$ cat config.mk
export PLATFORM = sky130hd
export DESIGN_NAME = fetch_sequencer
export DESIGN_NICKNAME = d
export VERILOG_FILES = /design/src/rtl/fetch_sequencer_pkg.sv /design/src/rtl/fetch_sequencer_program_counter.sv /design/src/rtl/fetch_sequencer.sv
export SDC_FILE = /design/constraint.sdc
export NUM_CORES = 1
export LEC_CHECK = 0
export ABC_AREA = 1
export CAP_MARGIN = 15
export CELL_PAD_IN_SITES_DETAIL_PLACEMENT = 1
export CELL_PAD_IN_SITES_GLOBAL_PLACEMENT = 1
export CORE_MARGIN = 4
export CORE_UTILIZATION = 30
export DETAILED_ROUTE_END_ITERATION = 16
export HOLD_SLACK_MARGIN = 0.12
export PLACE_DENSITY_LB_ADDON = 0.1
export SLEW_MARGIN = 20
export SYNTH_ARGS = -nofsm -noshare
export SYNTH_HDL_FRONTEND = slang
export SYNTH_SLANG_ARGS = --single-unit
$ cat constraint.sdc
create_clock -name clk -period 3.3 [get_ports clk]
set_input_delay 0.66 -clock clk [delete_from_list [all_inputs] [get_ports clk]]
set_output_delay 0.66 -clock clk [all_outputs]
set_load 0.005 [all_outputs]
$ cat src/rtl/fetch_sequencer_pkg.sv
// Shared definitions for the instruction-fetch sequencer.
// Holds default widths, the reset PC and the 2-bit FSM state encodings.
// Imported by the top level and the program counter.
package fetch_sequencer_pkg;

  localparam int unsigned ADDR_W_DEF   = 4;
  localparam int unsigned INST_W_DEF   = 16;
  localparam int unsigned RESET_PC_DEF = 0;

  typedef enum logic [1:0] {
    ST_IDLE   = 2'd0,
    ST_FETCH  = 2'd1,
    ST_HALTED = 2'd2
  } fsm_state_t;

endpackage

$ cat src/rtl/fetch_sequencer_program_counter.sv
// Program counter: absolute set (redirect), increment (load) or hold.
// Latency: new PC visible the cycle after set/inc; wrap pulses the cycle after a 15->0 step.
// Backpressure: none here; the caller only asserts inc when a fetch is really taken.
module program_counter
  import fetch_sequencer_pkg::*;
#(
  parameter int unsigned ADDR_W   = ADDR_W_DEF,
  parameter int unsigned RESET_PC = RESET_PC_DEF
) (
  input  logic              clk,
  input  logic              reset,
  input  logic              set,
  input  logic [ADDR_W-1:0] set_pc,
  input  logic              inc,
  output logic [ADDR_W-1:0] pc,
  output logic              wrap
);

  localparam logic [ADDR_W-1:0] PC_MAX = '1;
  localparam logic [ADDR_W-1:0] PC_RST = ADDR_W'(RESET_PC);

  // Set has priority over increment; wrap only flags a sequential step past the top,
  // so a redirect that lands on address 0 never pulses it.
  always_ff @(posedge clk) begin
    if (reset) begin
      pc   <= PC_RST;
      wrap <= 1'b0;
    end else begin
      wrap <= 1'b0;
      if (set) begin
        pc <= set_pc;
      end else if (inc) begin
        pc   <= pc + ADDR_W'(1);
        wrap <= (pc == PC_MAX);
      end
    end
  end

endmodule

$ cat src/rtl/fetch_sequencer.sv
// Fetch controller: owns the PC, drives the ROM address, presents fetched words to decode.
// Latency: run sampled in IDLE -> first load one edge later; then one instruction per cycle.
// Backpressure: ir/ir_pc/PC hold while ir_valid & !ir_ready; redirect costs exactly one bubble.
module fetch_sequencer
  import fetch_sequencer_pkg::*;
#(
  parameter int unsigned ADDR_W   = ADDR_W_DEF,
  parameter int unsigned INST_W   = INST_W_DEF,
  parameter int unsigned RESET_PC = RESET_PC_DEF
) (
  input  logic              clk,
  input  logic              reset,
  input  logic              run,
  output logic [ADDR_W-1:0] rom_addr,
  input  logic [INST_W-1:0] rom_data,
  output logic [INST_W-1:0] ir,
  output logic [ADDR_W-1:0] ir_pc,
  output logic              ir_valid,
  input  logic              ir_ready,
  input  logic              redirect_valid,
  input  logic [ADDR_W-1:0] redirect_pc,
  input  logic              halt,
  output logic              halted,
  output logic              wrap
);

  fsm_state_t        state;
  fsm_state_t        next_state;
  logic              do_load;
  logic              do_set;
  logic              ir_valid_next;
  logic [ADDR_W-1:0] pc;

  program_counter #(
    .ADDR_W  (ADDR_W),
    .RESET_PC(RESET_PC)
  ) u_pc (
    .clk   (clk),
    .reset (reset),
    .set   (do_set),
    .set_pc(redirect_pc),
    .inc   (do_load),
    .pc    (pc),
    .wrap  (wrap)
  );

  assign rom_addr = pc;
  assign halted   = (state == ST_HALTED);

  // Next state and per-cycle action; priority in FETCH is halt > redirect > load > drain.
  always_comb begin
    next_state    = state;
    do_load       = 1'b0;
    do_set        = 1'b0;
    ir_valid_next = ir_valid;
    case (state)
      ST_IDLE: begin
        if (ir_valid && ir_ready) ir_valid_next = 1'b0;
        if (run) next_state = ST_FETCH;
      end
      ST_FETCH: begin
        if (halt) begin
          next_state    = ST_HALTED;
          ir_valid_next = 1'b0;
        end else if (redirect_valid) begin
          // Any unconsumed word is a wrong-path fetch: drop it.
          do_set        = 1'b1;
          ir_valid_next = 1'b0;
        end else if (!run) begin
          next_state = ST_IDLE;
          if (ir_valid && ir_ready) ir_valid_next = 1'b0;
        end else if (!ir_valid || ir_ready) begin
          do_load       = 1'b1;
          ir_valid_next = 1'b1;
        end
      end
      ST_HALTED: begin
        ir_valid_next = 1'b0;
      end
      default: begin
        next_state    = ST_IDLE;
        ir_valid_next = 1'b0;
      end
    endcase
  end

  // FSM state register.
  always_ff @(posedge clk) begin
    if (reset) state <= ST_IDLE;
    else       state <= next_state;
  end

  // Instruction register: captures the ROM word and its address on each load.
  always_ff @(posedge clk) begin
    if (reset) begin
      ir       <= '0;
      ir_pc    <= '0;
      ir_valid <= 1'b0;
    end else begin
      ir_valid <= ir_valid_next;
      if (do_load) begin
        ir    <= rom_data;
        ir_pc <= pc;
      end
    end
  end

endmodule

**Yosys cells after proc, flatten, opt, wreduce, memory -nomap -nowiden**

Cells that the tools add are included.

- Logic and storage cells: 44
- Output and inout bits: 27
- Flip-flop bits (word level): 28
- Bits of input ports: 26

- Add/sub/neg operators: 1
- Bitwise gates (word level): 2
- Eq/ne operators: 7
- Reduce and logical (&&, ||, !) cells: 7
- Muxes and demuxes: 21

Operator list:

| cell | number |
|---|---|
| 2-to-1 mux 1 bit | 13 |
| 2-to-1 mux 2 bit | 4 |
| 2-to-1 mux 4 bit | 2 |
| inequality test 3 bit (second input constant) | 2 |
| case mux 2 bit (3 select lines) | 1 |
| inequality test 5 bit (second input constant) | 1 |
| adder 4 x 1 -> 4 bit (second input constant) | 1 |
| equality test 4 bit (second input constant) | 1 |
| AND reduction 4 bit | 1 |
| OR reduction 3 bit | 1 |
| equality test 2 x 1 -> 1 bit (second input constant) | 1 |
| equality test 2 bit (second input constant) | 1 |
| logical NOT 2 bit | 1 |
| inequality test 2 bit (second input constant) | 1 |
| inverter 1 bit | 2 |
| case mux 1 bit (2 select lines) | 1 |
| nonzero test 2 bit | 1 |
| logical AND 1 bit | 1 |
| logical NOT 1 bit | 1 |
| logical OR 1 bit | 1 |

**Depth between registers and ports, before layout**

Gate-level depths: netlist of the first run.

- Depth in word-level cells: 9
- Depth in mapped cells: 9
- Gate-level depth less buffers: 9

**Modules after synthesis**

A second synthesis of the first run with hierarchy kept.

- Cell total of the unflattened synthesis: 198
- Area total of the unflattened synthesis: 1355.0 um2

By module, submodules not included:

| module | times used | sequential area each (um2) | cells an instance | area an instance (um2) |
|---|---|---|---|---|
| fetch_sequencer | 1 | 460.4 | 159 | 1079.8 |
| program_counter | 1 | 100.1 | 39 | 275.3 |

**Worst setup path after synthesis of the first run**

Ideal clock, no wire load.

- Path type: input -> register
- Start: in ir_ready
- End: reg ir[10]
- Stages on the path: 6
- Data arrival time: 1.274 ns
- Path buffers: 1
- Required time: 3.187 ns
- Slack: 1.913 ns
- Setup time: 0.113 ns
- Cells stage by stage: inv_1 -> a21oi_1 -> nand2_4 -> buf_6 -> o21ai_1 -> nor2_1

- Cells in the longest elaborated chain, start to end: 6

RTL lines:

| what | RTL line | source |
|---|---|---|
| from (decl) | fetch_sequencer.sv:19 | `input logic ir_ready,` |
| logical OR 1 bit | fetch_sequencer.sv:72 | `end else if (!ir_valid \|\| ir_ready) begin` |
| 2-to-1 mux 1 bit | fetch_sequencer.sv:72 |  |
| 2-to-1 mux 1 bit | fetch_sequencer.sv:69 | `end else if (!run) begin` |
| 2-to-1 mux 1 bit | fetch_sequencer.sv:65 | `end else if (redirect_valid) begin` |
| 2-to-1 mux 1 bit | fetch_sequencer.sv:62 | `if (halt) begin` |
| 2-to-1 mux 1 bit | fetch_sequencer.sv:56 | `case (state)` |
| to (signal assigned) | fetch_sequencer.sv:102 | `ir <= rom_data;` |
| to (decl) | fetch_sequencer.sv:16 | `output logic [INST_W-1:0] ir,` |

Every way passes these cells.
A chain may end at the register's enable or synchronous reset.

**Worst setup path after layout of the first run**

- Start: in run
- End: reg ir_pc[3]

- Cells in the longest elaborated chain, start to end: 4

RTL lines:

| what | RTL line | source |
|---|---|---|
| from (decl) | fetch_sequencer.sv:13 | `input logic run,` |
| 2-to-1 mux 1 bit | fetch_sequencer.sv:69 |  |
| 2-to-1 mux 1 bit | fetch_sequencer.sv:65 |  |
| 2-to-1 mux 1 bit | fetch_sequencer.sv:62 |  |
| 2-to-1 mux 1 bit | fetch_sequencer.sv:56 |  |
| to (signal assigned) | fetch_sequencer.sv:103 | `ir_pc <= pc;` |
| to (decl) | fetch_sequencer.sv:17 | `output logic [ADDR_W-1:0] ir_pc,` |

Every way passes these cells.

==> results of run 1 <==
-- cells in the mapped netlist (all sizes together) --
cell,count
inv,13
nand4,1
o31ai,1
or2,1
nand3,5
nor4,1
buf,4
dfxtp,28
clkbuf,2
o21a,1
nand2,24
o21ai,22
ha,1
a21oi,7
nor2,48
-- cell families (layout without fill, tap and decap cells) --
group / after synthesis / in the layout / synth area share (%)
AO/OA/AOI/OAI: 31 / 31 / 14.3
adder cells (fa/ha/maj): 1 / 1 / 1.04
buffers and inverters: 19 / 70 / 8.45
flip-flops: 28 / 28 / 46.7
AND/OR/NAND/NOR: 80 / 80 / 29.5
-- power by group through the flow --
stage          Combinational (mW)  Clock, mW  Sequential (mW)
4_1_cts                     0.115      0.218            0.360
3_5_place_dp                0.114          0            0.368
3_3_place_gp                0.110          0            0.367
6_report                    0.113      0.210            0.360
2_1_floorplan              0.0514          0            0.367
5_1_grt                     0.125      0.231            0.362
-- critical path: cells and delay by family --
family	cells	cell delay (ns)
buffers and inverters	3	0.85
AND/OR/NAND/NOR	3	0.54
AO/OA/AOI/OAI	2	0.17
-- how the worst max path moves through the flow --
stage,slack [ns],endpoint
finish,1.28,ir_pc[3]
global route,1.16,ir[8]
CTS,1.27,ir_pc[3]
detailed placement,0.98,ir_pc[3]
global placement,1.10,ir_pc[3]
floorplan,1.91,ir[10]
-- area by class of cell --
| type | count | area [sq um] | area share [%] |
|---|---|---|---|
| inverter | 13 | 48.8 | 2.73 |
| clock buffer | 4 | 55.1 | 3.07 |
| sequential | 28 | 561 | 31.3 |
| timing repair buffer | 53 | 528 | 29.5 |
| tap | 48 | 60.1 | 3.35 |
| multi-input combinational | 112 | 538 | 30.0 |
-- stage by stage --
step | instances | util, % | power [mW] | worst slack (ns) | hold slack, ns
floorplan | 159 | - | 0.418 | 1.91 | 0.454
finish | 258 | 47.5 | 0.683 | 1.28 | 0.495
global placement | 254 | 46.0 | 0.477 | 1.10 | 0.467
detailed placement | 254 | 46.0 | 0.482 | 0.982 | 0.474
CTS | 258 | 47.5 | 0.693 | 1.27 | 0.502
global route | 258 | 47.5 | 0.718 | 1.16 | 0.526
-- metal layers --
layer,track usage [%],share of wire (%)
met3,2.95,5.2
met4,2.51,0.43
met1,17.8,46
met5,0,0
met2,24.0,49
-- registers in the layout (all words and copies together), names as in the netlist --
name	flops
u_pc.wrap	1
ir	16
ir_valid	1
ir_pc	4
u_pc.pc	4
state	2
==> reports/results.tsv, run 1 <==
stage	metric	value	unit
timing	tightest_slew	0.495	ns
timing	finClkSkew	0.00109	ns
floorplanning	die_w	71.2	microns
worst_setup_path	cp.required	3.51	ns
clocking	cts_resized	0	
finish	final_cell_mix	clkdlybuf4s50_1, nor2_1, dfxtp_1	
synth	synth-seq-cells	28	
grt	grt_antenna_before_repair	0	
place	placed_cell_area	0.00174	sq mm
synth	yosysTopAreaCellShare	46.7	%
worst_setup_path	worstPathCellList	clkdlybuf4s50_1, inv_1, nor2_1, nand2_1, nor2_2, buf_4, o21ai_2, a21oi_2	
finish	syn_to_final_growth	49.2	%
timing	fin_setup_tns	0	ns
worst_setup_path	slowest_stage	clkdlybuf4s50_1	
worst_setup_path	regToRegEndpoint	ir_pc[3]	
clocking	cts_sinks	28	
drt	first_pass_iters	4	
flow_run	drv_cap	0	
clocking	clk_pin_slew_worst_paths	0.09	ns
synth	syn_inst	159	
finish	design_area	0.00179	sq mm
power	p_per_area	381	mW/mm^2
synth	avgSynthCellArea	7.55	sq um
worst_setup_path	worst-setup-path-type	in2reg	
timing	finalCriticalPeriod	2.02	ns
min_path	min_to	ir[15]	
timing	finalSetupViolCount	0	
synth	syn_nets	186	
power	internal-power	518	uW
worst_setup_path	reg2reg_depth	5	
clocking	numCtsBuffers	3	
floorplanning	row_count	22	
worst_setup_path	crit_arrival	2.23	ns
finish	fin_nets	238	
synth	synthesis.area	0.00120	sq mm
timing	fmax	0.495	GHz
worst_setup_path	end_kind	flop	
clocking	clock_latency	0.27	ns
worst_setup_path	ff2ff_setup_slack	1.77	ns
run_status	status	complete, no violations	
worst_setup_path	cp_slowest_stage_delay	0.49	ns
power	seqPwrFrac	52.8	%
drt	vias	1217	
worst_setup_path	r2r_start	state[0]	
power	vdd_drop_max	173	uV
timing	maxSlewViolCount	0	
floorplanning	core	0.00377	sq mm
clocking	h-tree-depth	1	
drt	drc	0	
clocking	cts_root_buffer	clkbuf_8	
power	p_switching	164	uW
synth	yosysSeqAreaShare	46.7	%
place	hpwlAfterDp	2670	microns
power	switching_share	24.1	%
synth	synthTopCellsByArea	dfxtp_1, nor2_1, o21ai_1	
synth	yosys.cell_types.count	23	
clocking	cts_max_path_buffers	2	
clocking	cts_hold_buf	0	
place	routabilityCongestion	0.787	
synth	yosysWarnings	0	
grt	grtUsageTotal	13.8	%
clocking	cts_setup_buffers	0	
timing	final_hold_viol_count	0	
min_path	whs_path_depth	2	
grt	grt_pass1_vias	1284	
timing	rsz0062_at_grt	no	
min_path	holdCritPathClass	reg2reg	
synth	synth_top_area_cell	dfxtp_1	
finish	final_common_cell	clkdlybuf4s50_1	
drt	finalWirelength	3470	microns
grt	grt_max_degree	24	
finish	drive_above_1_share	8.57	%
clocking	cts_tree	done	
place	io_buffers	52	
grt	grt-ovfl-total	0	
floorplanning	dieArea	0.00508	sq mm
drt	vias_per_cell	4.72	
timing	period_share	61.2	%
power	power_frac_comb	16.5	%
drt	wl_per_cell	13.4	microns
grt	grt_pass1_wl	5800	microns
finish	fillers	463	
floorplanning	die_h	71.2	microns
drt	final_antenna_net_count	0	
floorplanning	start_util	31.8	%
floorplanning	boundaryPins	53	
finish	n_antenna_cell	0	
power	power_frac_clock	30.7	%
min_path	hp-start	ir[15]	
worst_setup_path	crit_path_start	run	
drt	drt_iter0_drc	27	
worst_setup_path	critPathLaunchType	input pin	
timing	relSlewSlack	67.0	%
power	leakage	0.714	nW
worst_setup_path	path_max_fanout	13	
No activity file was read; power rests on OpenSTA's default activity.
==> run 2: changes to the inputs <==
--- a/config.mk
+++ b/config.mk
@@ -10,7 +10,7 @@
 export CELL_PAD_IN_SITES_DETAIL_PLACEMENT = 1
 export CELL_PAD_IN_SITES_GLOBAL_PLACEMENT = 1
 export CORE_MARGIN = 4
-export CORE_UTILIZATION = 30
+export CORE_UTILIZATION = 28
 export DETAILED_ROUTE_END_ITERATION = 16
 export HOLD_SLACK_MARGIN = 0.12
 export PLACE_DENSITY_LB_ADDON = 0.1
==> constraint.sdc (replaced) <==
create_clock -name clk -period 1.91 [get_ports clk]
set_input_delay 0.382 -clock clk [delete_from_list [all_inputs] [get_ports clk]]
set_output_delay 0.382 -clock clk [all_outputs]
set_load 0.005 [all_outputs]
==> reports/results.tsv, run 2 (synthesized netlist as in run 1, its figures left out) <==
stage	metric	value	unit
power	p_per_area	708	mW/mm^2
finish	final_common_cell	clkdlybuf4s50_1	
drt	drc	0	
finish	n_antenna_cell	0	
floorplanning	row_count	23	
timing	finalSetupViolCount	0	
finish	top_register	ir	
worst_setup_path	end_kind	output port	
timing	fin_setup_tns	0	ns
power	leakage	0.731	nW
worst_setup_path	slowest_stage	clkdlybuf4s50_1	
timing	relSlewSlack	74.1	%
power	power	1.29	mW
power	internal-power	994	uW
power	power_frac_comb	15.4	%
clocking	clk_pin_slew_worst_paths	0.10	ns
drt	vias	1226	
finish	largest_register_ffs	16	
drt	wl_per_cell	13.6	microns
clocking	cts_resized	0	
finish	final_cell_mix	clkdlybuf4s50_1, nor2_1, dfxtp_1	
worst_setup_path	path_max_fanout	3	
clocking	cts_root_buffer	clkbuf_8	
worst_setup_path	crit_family	buffers and inverters	
timing	fin_ws	0.185	ns
worst_setup_path	crit_arrival	1.34	ns
floorplanning	boundaryPins	53	
timing	period_share	90.3	%
timing	maxSlewViolCount	0	
power	vdd_drop_max	460	uV
power	power_frac_clock	36.5	%
timing	fmax	0.580	GHz
grt	grt_antenna_before_repair	0	
timing	finalCriticalPeriod	1.73	ns
floorplanning	die_w	73.5	microns
drt	first_pass_iters	3	
finish	reg_top3	ir x16, ir_pc x4, u_pc.pc x4	
finish	syn_to_final_growth	52.0	%
drt	final_antenna_net_count	0	
place	hpwlAfterDp	2820	microns
clocking	cts_tree	done	
grt	grt_pass1_vias	1372	
power	seqPwrFrac	48.1	%
min_path	holdCritPathClass	reg2reg	
worst_setup_path	worstPathCellList	inv_1, nor2_1, clkdlybuf4s50_1	
run_status	status	complete, no violations	
clocking	h-tree-depth	1	
floorplanning	die_h	73.5	microns
worst_setup_path	crit_buf_inv	2	
floorplanning	dieArea	0.00540	sq mm
power	p_switching	297	uW
timing	final_hold_viol_count	0	
floorplanning	core	0.00409	sq mm
flow_run	drv_cap	0	
place	pre_cts_ws	0.0406	ns
floorplanning	start_util	29.4	%
grt	grt-ovfl-total	0	
grt	grt_pass1_wl	6000	microns
finish	drive_above_1_share	9.43	%
grt	grtUsageTotal	14.0	%
clocking	cts_max_path_buffers	2	
place	io_buffers	52	
finish	fin_nets	240	
timing	rsz0062_at_grt	no	
timing	finClkSkew	0.00464	ns
clocking	cts_sinks	28	
clocking	cts_hold_buf	0	
clocking	clock_latency	0.28	ns
clocking	cts_setup_buffers	0	
power	switching_share	23.0	%
drt	finalWirelength	3560	microns
grt	grt_max_degree	24	
drt	vias_per_cell	4.68	
worst_setup_path	worst-setup-path-type	reg2out	
worst_setup_path	cp_slowest_stage_delay	0.52	ns
clocking	numCtsBuffers	3	
drt	drt_iter0_drc	32	
worst_setup_path	critPathLaunchType	flop	
worst_setup_path	cp.required	1.53	ns
place	routabilityCongestion	0.913	
timing	tightest_slew	0.388	ns
-- run 2: changes by cell type in the layout (fill, tap and decap cells not counted) --
cell       delta
clkbuf_8      -1
bufinv_16     +1
buf_4         +2
-- run 2: per-stage QoR --
step	instance area (sq um)	hold WS (ns)	std cells	util [%]
3_3_place_gp	1750	0.461	258	42.9
2_1_floorplan	1200	0.451	159	-
5_1_grt	1820	0.514	262	44.6
4_1_cts	1820	0.496	262	44.6
6_report	1820	0.486	262	44.6
3_5_place_dp	1750	0.481	258	42.9
-- run 2: final cells by class --
class / instances / area [sq um]
Clock inverter: 1 / 30.0
Multi-Input combinational cell: 112 / 538
Fill cell: 498 / 2260
Tap cell: 50 / 62.6
Sequential cell: 28 / 561
Clock buffer: 3 / 41.3
Timing Repair Buffer: 55 / 543
Inverter: 13 / 48.8
-- run 2: worst min-delay path, stage by stage (launching register included) --
cell,delay (ns)
dfxtp_1,0.33
nand2_1,0.06
a21oi_1,0.06
-- run 2: path summary, 6_finish.rpt --
path | from | endpoint | slack [ns] | cells after the start
setup / recovery | state[1] | halted | 0.18 | 3
hold / removal | ir_pc[0] | ir_pc[0] | 0.49 | 2
setup reg to reg | state[1] | u_pc.pc[2] | 0.59 | 8
hold reg to reg | ir_pc[0] | ir_pc[0] | 0.49 | 2
-- run 2: power groups by stage --
stage	Sequential, mW	Combinational (mW)	Clock [mW]
6_report	0.621	0.199	0.471
5_1_grt	0.625	0.223	0.512
4_1_cts	0.622	0.203	0.491
3_5_place_dp	0.635	0.202	0
3_3_place_gp	0.633	0.193	0
2_1_floorplan	0.633	0.0888	0
-- run 2: metal layers --
metal	GRT usage (%)	routed length, microns	part of all wire (%)
met5	0	0	0
met4	2.01	13	0.37
met3	4.51	244	6.9
met2	26.6	1830	51
met1	15.3	1470	41
==> run 3: changes to the inputs <==
--- a/config.mk
+++ b/config.mk
@@ -6,7 +6,7 @@
 export NUM_CORES = 1
 export LEC_CHECK = 0
 export ABC_AREA = 1
-export CAP_MARGIN = 15
+export CAP_MARGIN = 10
 export CELL_PAD_IN_SITES_DETAIL_PLACEMENT = 1
 export CELL_PAD_IN_SITES_GLOBAL_PLACEMENT = 1
 export CORE_MARGIN = 4
==> results of run 3 <==
The final DEF is identical to that of run 2; final timing and power are the same.
